[src/rtl/alu_arbiter_if.sv]
// alu_arbiter_if: bundles the two requester command channels, the two
// response channels and the shared-ALU connection of alu_arbiter.
//   slave  : seen by the arbiter (takes commands, returns results, drives ALU)
//   master : seen by the environment (requesters and the ALU datapath)
// Signals:
//   reqN_valid/ready, reqN_a, reqN_b (4b), reqN_op (3b)  command channel N
//   rspN_valid/ready, rspN_data (4b)                     response channel N
//   alu_a, alu_b (4b), alu_op (3b), alu_res (4b)         shared ALU
interface alu_arbiter_if;
  logic       req0_valid, req1_valid;
  logic       req0_ready, req1_ready;
  logic [3:0] req0_a, req0_b, req1_a, req1_b;
  logic [2:0] req0_op, req1_op;
  logic       rsp0_valid, rsp1_valid;
  logic       rsp0_ready, rsp1_ready;
  logic [3:0] rsp0_data, rsp1_data;
  logic [3:0] alu_a, alu_b;
  logic [2:0] alu_op;
  logic [3:0] alu_res;

  modport slave (
    input  req0_valid, req1_valid, req0_a, req0_b, req1_a, req1_b,
           req0_op, req1_op, rsp0_ready, rsp1_ready, alu_res,
    output req0_ready, req1_ready, rsp0_valid, rsp1_valid,
           rsp0_data, rsp1_data, alu_a, alu_b, alu_op
  );

  modport master (
    output req0_valid, req1_valid, req0_a, req0_b, req1_a, req1_b,
           req0_op, req1_op, rsp0_ready, rsp1_ready, alu_res,
    input  req0_ready, req1_ready, rsp0_valid, rsp1_valid,
           rsp0_data, rsp1_data, alu_a, alu_b, alu_op
  );
endinterface

[src/rtl/alu_arbiter.sv]
// alu_arbiter: round-robin sharing of one 4-bit ALU between two requesters.
// A command is accepted in IDLE, its operands drive the ALU for one cycle,
// the ALU result is captured and then returned on the owner's response
// channel, held until the owner takes it.
// Ports:
//   clk       rising-edge clock
//   rst       synchronous active-high reset
//   bus       alu_arbiter_if.slave (command, response and ALU signals)
//   done_cnt  completed response handshakes, wraps at 256
//   busy      high whenever a transaction is in flight
//
// state | meaning
// ------+-----------------------------------------------------------
// IDLE  | arbitrate between requesters, ALU inputs held at zero
// EXEC  | latched operands on the ALU, result captured at cycle end
// RESP  | result offered to the owner until its rsp_ready
module alu_arbiter (
  input  logic         clk,
  input  logic         rst,
  alu_arbiter_if.slave bus,
  output logic [7:0]   done_cnt,
  output logic         busy
);

  typedef enum logic [1:0] {IDLE = 2'd0, EXEC = 2'd1, RESP = 2'd2} state_t;

  state_t     state_q, state_d;
  logic       last_grant_q;
  logic       owner_q;
  logic [3:0] a_q, b_q, res_q;
  logic [2:0] op_q;
  logic [7:0] done_q;
  logic       grant0, grant1;
  logic       accept, rsp_hs;

  // Under contention the requester that did not win last time goes first.
  assign grant0 = bus.req0_valid && (!bus.req1_valid || last_grant_q);
  assign grant1 = bus.req1_valid && (!bus.req0_valid || !last_grant_q);

  // Every output is forced low while rst is high so that no handshake can
  // complete during the reset cycle, whatever state is being cleared.
  always_comb begin
    state_d        = state_q;
    accept         = 1'b0;
    rsp_hs         = 1'b0;
    busy           = 1'b0;
    bus.req0_ready = 1'b0;
    bus.req1_ready = 1'b0;
    bus.rsp0_valid = 1'b0;
    bus.rsp1_valid = 1'b0;
    bus.rsp0_data  = 4'd0;
    bus.rsp1_data  = 4'd0;
    bus.alu_a      = 4'd0;
    bus.alu_b      = 4'd0;
    bus.alu_op     = 3'd0;
    if (!rst) begin
      case (state_q)
        IDLE: begin
          bus.req0_ready = grant0;
          bus.req1_ready = grant1;
          accept         = grant0 || grant1;
          if (accept) state_d = EXEC;
        end
        EXEC: begin
          busy       = 1'b1;
          bus.alu_a  = a_q;
          bus.alu_b  = b_q;
          bus.alu_op = op_q;
          state_d    = RESP;
        end
        RESP: begin
          busy       = 1'b1;
          bus.alu_a  = a_q;
          bus.alu_b  = b_q;
          bus.alu_op = op_q;
          if (owner_q) begin
            bus.rsp1_valid = 1'b1;
            bus.rsp1_data  = res_q;
            rsp_hs         = bus.rsp1_ready;
          end else begin
            bus.rsp0_valid = 1'b1;
            bus.rsp0_data  = res_q;
            rsp_hs         = bus.rsp0_ready;
          end
          if (rsp_hs) state_d = IDLE;
        end
        default: state_d = IDLE;
      endcase
    end
  end

  always_ff @(posedge clk) begin
    if (rst) begin
      state_q      <= IDLE;
      last_grant_q <= 1'b1;
      owner_q      <= 1'b0;
      a_q          <= 4'd0;
      b_q          <= 4'd0;
      op_q         <= 3'd0;
      res_q        <= 4'd0;
      done_q       <= 8'd0;
    end else begin
      state_q <= state_d;
      if (accept) begin
        owner_q      <= grant1;
        last_grant_q <= grant1;
        a_q          <= grant1 ? bus.req1_a  : bus.req0_a;
        b_q          <= grant1 ? bus.req1_b  : bus.req0_b;
        op_q         <= grant1 ? bus.req1_op : bus.req0_op;
      end
      if (state_q == EXEC) res_q <= bus.alu_res;
      if (rsp_hs) done_q <= done_q + 8'd1;
    end
  end

  assign done_cnt = done_q;

endmodule

[src/flat_wrapper.sv]
// flat-port wrapper written by rule: the top's interface ports become plain ports
module alu_arbiter_flat 
  (clk, rst, done_cnt, busy, bus_req0_valid, bus_req1_valid, bus_req0_a, bus_req0_b, bus_req1_a, bus_req1_b, bus_req0_op, bus_req1_op, bus_rsp0_ready, bus_rsp1_ready, bus_alu_res, bus_req0_ready, bus_req1_ready, bus_rsp0_valid, bus_rsp1_valid, bus_rsp0_data, bus_rsp1_data, bus_alu_a, bus_alu_b, bus_alu_op);
  alu_arbiter_if bus_i ();
  input  logic clk;
  input  logic rst;
  output logic [7:0] done_cnt;
  output logic busy;
  input wire logic [$bits(bus_i.req0_valid)-1:0] bus_req0_valid;
  input wire logic [$bits(bus_i.req1_valid)-1:0] bus_req1_valid;
  input wire logic [$bits(bus_i.req0_a)-1:0] bus_req0_a;
  input wire logic [$bits(bus_i.req0_b)-1:0] bus_req0_b;
  input wire logic [$bits(bus_i.req1_a)-1:0] bus_req1_a;
  input wire logic [$bits(bus_i.req1_b)-1:0] bus_req1_b;
  input wire logic [$bits(bus_i.req0_op)-1:0] bus_req0_op;
  input wire logic [$bits(bus_i.req1_op)-1:0] bus_req1_op;
  input wire logic [$bits(bus_i.rsp0_ready)-1:0] bus_rsp0_ready;
  input wire logic [$bits(bus_i.rsp1_ready)-1:0] bus_rsp1_ready;
  input wire logic [$bits(bus_i.alu_res)-1:0] bus_alu_res;
  output wire logic [$bits(bus_i.req0_ready)-1:0] bus_req0_ready;
  output wire logic [$bits(bus_i.req1_ready)-1:0] bus_req1_ready;
  output wire logic [$bits(bus_i.rsp0_valid)-1:0] bus_rsp0_valid;
  output wire logic [$bits(bus_i.rsp1_valid)-1:0] bus_rsp1_valid;
  output wire logic [$bits(bus_i.rsp0_data)-1:0] bus_rsp0_data;
  output wire logic [$bits(bus_i.rsp1_data)-1:0] bus_rsp1_data;
  output wire logic [$bits(bus_i.alu_a)-1:0] bus_alu_a;
  output wire logic [$bits(bus_i.alu_b)-1:0] bus_alu_b;
  output wire logic [$bits(bus_i.alu_op)-1:0] bus_alu_op;
  assign bus_i.req0_valid = bus_req0_valid;
  assign bus_i.req1_valid = bus_req1_valid;
  assign bus_i.req0_a = bus_req0_a;
  assign bus_i.req0_b = bus_req0_b;
  assign bus_i.req1_a = bus_req1_a;
  assign bus_i.req1_b = bus_req1_b;
  assign bus_i.req0_op = bus_req0_op;
  assign bus_i.req1_op = bus_req1_op;
  assign bus_i.rsp0_ready = bus_rsp0_ready;
  assign bus_i.rsp1_ready = bus_rsp1_ready;
  assign bus_i.alu_res = bus_alu_res;
  assign bus_req0_ready = bus_i.req0_ready;
  assign bus_req1_ready = bus_i.req1_ready;
  assign bus_rsp0_valid = bus_i.rsp0_valid;
  assign bus_rsp1_valid = bus_i.rsp1_valid;
  assign bus_rsp0_data = bus_i.rsp0_data;
  assign bus_rsp1_data = bus_i.rsp1_data;
  assign bus_alu_a = bus_i.alu_a;
  assign bus_alu_b = bus_i.alu_b;
  assign bus_alu_op = bus_i.alu_op;
  alu_arbiter u_core (.clk(clk), .rst(rst), .bus(bus_i), .done_cnt(done_cnt), .busy(busy));
endmodule
[config.mk]
export PLATFORM = sky130hd
export DESIGN_NAME = alu_arbiter_flat
export DESIGN_NICKNAME = d
export VERILOG_FILES = /design/src/rtl/alu_arbiter_if.sv /design/src/rtl/alu_arbiter.sv /design/src/flat_wrapper.sv
export SDC_FILE = /design/constraint.sdc
export NUM_CORES = 1
export LEC_CHECK = 0
export ABC_AREA = 1
export CORE_MARGIN = 10
export CORE_UTILIZATION = 38
export DETAILED_ROUTE_END_ITERATION = 12
export GPL_TIMING_DRIVEN = 1
export PLACE_DENSITY = 0.81
export SKIP_LAST_GASP = 1
export SYNTH_ARGS = -nofsm -noshare
export SYNTH_HDL_FRONTEND = slang
export SYNTH_SLANG_ARGS = --single-unit
[constraint.sdc]
create_clock -name clk -period 1.65 [get_ports clk]
set_clock_uncertainty 0.2 [all_clocks]
set_input_delay 0.2475 -clock clk [delete_from_list [all_inputs] [get_ports clk]]
set_output_delay 0.2475 -clock clk [all_outputs]
set_load 0.03 [all_outputs]
==> results_dict.tcl <==
set metrics [dict create \
    rsz0062_at_grt "true" \
    final_max_slew_viol_count 0 \
    p_comb_frac 0.366 \
    worst_pin_slew_ns 0.317 \
    routed_via_density 4.76 \
    pre_cts_ws_ns -0.273 \
    p_int_w 0.00119 \
    seqPwrFrac 0.422 \
    crit_path_start_kind "register" \
    yosys_warnings 0 \
    crit_type "reg -> out" \
    cts_tree "done" \
    yosysUniqueCellTypes 22 \
    pin_count 64 \
    fp.dieArea_um2 6700 \
    port_buffers 63 \
    die_w_um 81.8 \
    report.final.setup_viol 24 \
    design_area_um2 2540 \
    ys_seq_elements 27 \
    cap_viol_max_count 0 \
    required_ns 1.20 \
    maxSlewHeadroom 0.789 \
    wl_mm 4.49 \
    endpoint_kind "output pin" \
    drt-pass1-iter-count 4 \
    grt_pass1_wl_mm 7.06 \
    synth_area_um2 1450 \
    detail-route-antenna-nets 0 \
    cts_hold_buf 0 \
    max_freq_mhz 505 \
    clkSlewWorstSetupHoldPaths_ns 0.09 \
    row_count 22 \
    drive_above_1_share 0.283 \
    drc 0 \
    initial_utilization 0.394 \
    place_area_um2 2350 \
    hpwl_mm 3.44 \
    vias 1642 \
    wl_per_cell_um 13.0 \
    numCtsBuffers 3 \
    fin_crit_sh 1.20 \
    finalHoldViolations 0 \
    cts_root_buf "clkbuf_8" \
    area_growth_pct 74.6 \
    placed_cells 338 \
    crit_fanout 4 \
    place.gp.congestion 0.796 \
    holdWs_ns 0.255 \
    cts.path.max_buffers 2 \
    fin_nets 336 \
    sw_frac_of_total 0.335 \
    core_um2 3690 \
    p_sw_w 0.000599 \
    synthesis.nets 254 \
    yosysSeqAreaShare 0.372 \
    worstPathArrival_ns 1.53 \
    clkPwrFrac 0.211 \
    fp.dieH_um 81.8 \
    n_fill_cell 321 \
    avgSynthCellArea_um2 6.73 \
    finalPower_w 0.00179 \
    grt_pass1_vias 1603 \
    setup_ws_ns -0.331 \
    ir_drop_v 0.000477 \
    finalCriticalPeriod_ns 1.98 \
    hold_path.class "reg -> reg" \
    grt_usage 0.131 \
    netlist_instances 216 \
    status "finished with violations" \
    gr-total-overflow 0 \
    antenna_found_initial 0 \
    grt_max_degree 23 \
    antenna_cells 0 \
    clock_latency_ns 0.27 \
    power_density_nw_per_um2 705 \
    fin_cells 345 \
    drt_iter0_markers 64 \
    violations "setup timing" \
    htreeDepth 1 \
    cts.sinks 27 \
    leakagePower_nw 1.06 \
]
-- registers in the layout (all words and copies together), names as in the netlist --
name and cells:
u_core.done_cnt 8, u_core.a_q 4, u_core.b_q 4, u_core.res_q 4, u_core.op_q 3, u_core.state_q 2
u_core.last_grant_q 1, u_core.owner_q 1
-- worst paths after layout --
kind | end | slack, ns | cells after the start | startpoint
setup / recovery | bus_rsp0_data[2] | -0.33 | 7 | u_core.state_q[0]
hold / removal | u_core.done_cnt[4] | 0.26 | 2 | u_core.done_cnt[4]
hold reg to reg | u_core.done_cnt[4] | 0.26 | 2 | u_core.done_cnt[4]
setup reg to reg | u_core.done_cnt[7] | 0.11 | 10 | u_core.state_q[0]
-- cell usage in the layout (no fill, tap or decap), drive strengths merged --
cell type	count
nor2	34
xor2	1
nand3	17
buf	48
a21oi	11
clkinvlp	2
clkbuf	4
o21ai	19
clkdlybuf4s50	30
a31oi	11
ha	6
o211ai	1
nor3	1
nand2	54
inv	21
dfxtp	27
nand4	1
dlygate4sd2	9
-- area by class of cell --
class                      count  area (um2)  area share
timing repair buffer          87         855       0.337
multi-input combinational    156         932       0.368
inverter                      23        98.8      0.0390
tap                           48        60.1      0.0237
clock buffer                   4        45.0      0.0178
sequential                    27         546       0.215
-- cells in the mapped netlist --
master	instances	share of area
o21ai_1	8	0.028
ha_1	6	0.052
nand2_1	52	0.13
nand2_4	1	0.0078
a21oi_2	1	0.0060
a31oi_1	11	0.047
nand4_1	1	0.0043
nor2_1	32	0.083
xor2_1	1	0.0060
dfxtp_1	27	0.37
nor3_1	1	0.0034
nand2_2	1	0.0043
buf_2	4	0.014
buf_6	2	0.016
nor2_4	2	0.016
o21ai_0	11	0.038
o211ai_1	1	0.0052
clkbuf_1	4	0.010
inv_4	1	0.0043
a21oi_1	10	0.034
inv_1	22	0.057
nand3_1	17	0.059
-- critical path, stage by stage, from the launching register on --
cell        delay [ns]
dfxtp_2           0.34
inv_4             0.07
ha_4              0.15
nand2_4           0.08
nor2_4            0.13
clkinvlp_4        0.21
nor2_4            0.14
buf_6             0.14
-- stage by stage --
stage | utilization | setup TNS [ns]
global placement | 0.638 | -5.12
floorplan | - | -1.15
global route | 0.688 | -8.10
CTS | 0.684 | -6.35
finish | 0.688 | -5.94
detailed placement | 0.638 | -6.29
-- power groups by stage --
stage	Combinational, W	Clock (W)	Sequential [W]
floorplan	0.000359	0	0.000762
global placement	0.000610	0	0.000761
finish	0.000655	0.000378	0.000755
global route	0.000718	0.000419	0.000764
detailed placement	0.000619	0	0.000765
CTS	0.000657	0.000390	0.000754
-- routing by layer --
| metal | vias up | GRT usage | share of wire |
|---|---|---|---|
| li1 | 861 | - | - |
| met4 | 0 | 0.0493 | 0.016 |
| met3 | 8 | 0.0524 | 0.096 |
| met5 | - | 0 | 0 |
| met2 | 55 | 0.216 | 0.47 |
| met1 | 718 | 0.149 | 0.42 |
-- timing repair --
item,4_1_cts,5_1_grt
pin swaps,1,1
gates resized for setup,40,6
hold endpoints to repair,0,0
endpoints found under the setup margin,35,27
buffers inserted,3,2
-- kinds of logic after synthesis --
| group | count (synthesis) | share of synthesized area |
|---|---|---|
| AND/OR/NAND/NOR | 107 | 0.311 |
| AO/OA/AOI/OAI | 42 | 0.158 |
| buffers and inverters | 33 | 0.101 |
| flip-flops | 27 | 0.372 |
| adder cells (fa/ha/maj) | 6 | 0.0517 |
| XOR/XNOR | 1 | 0.00603 |
No activity file was read; power rests on OpenSTA's default activity.
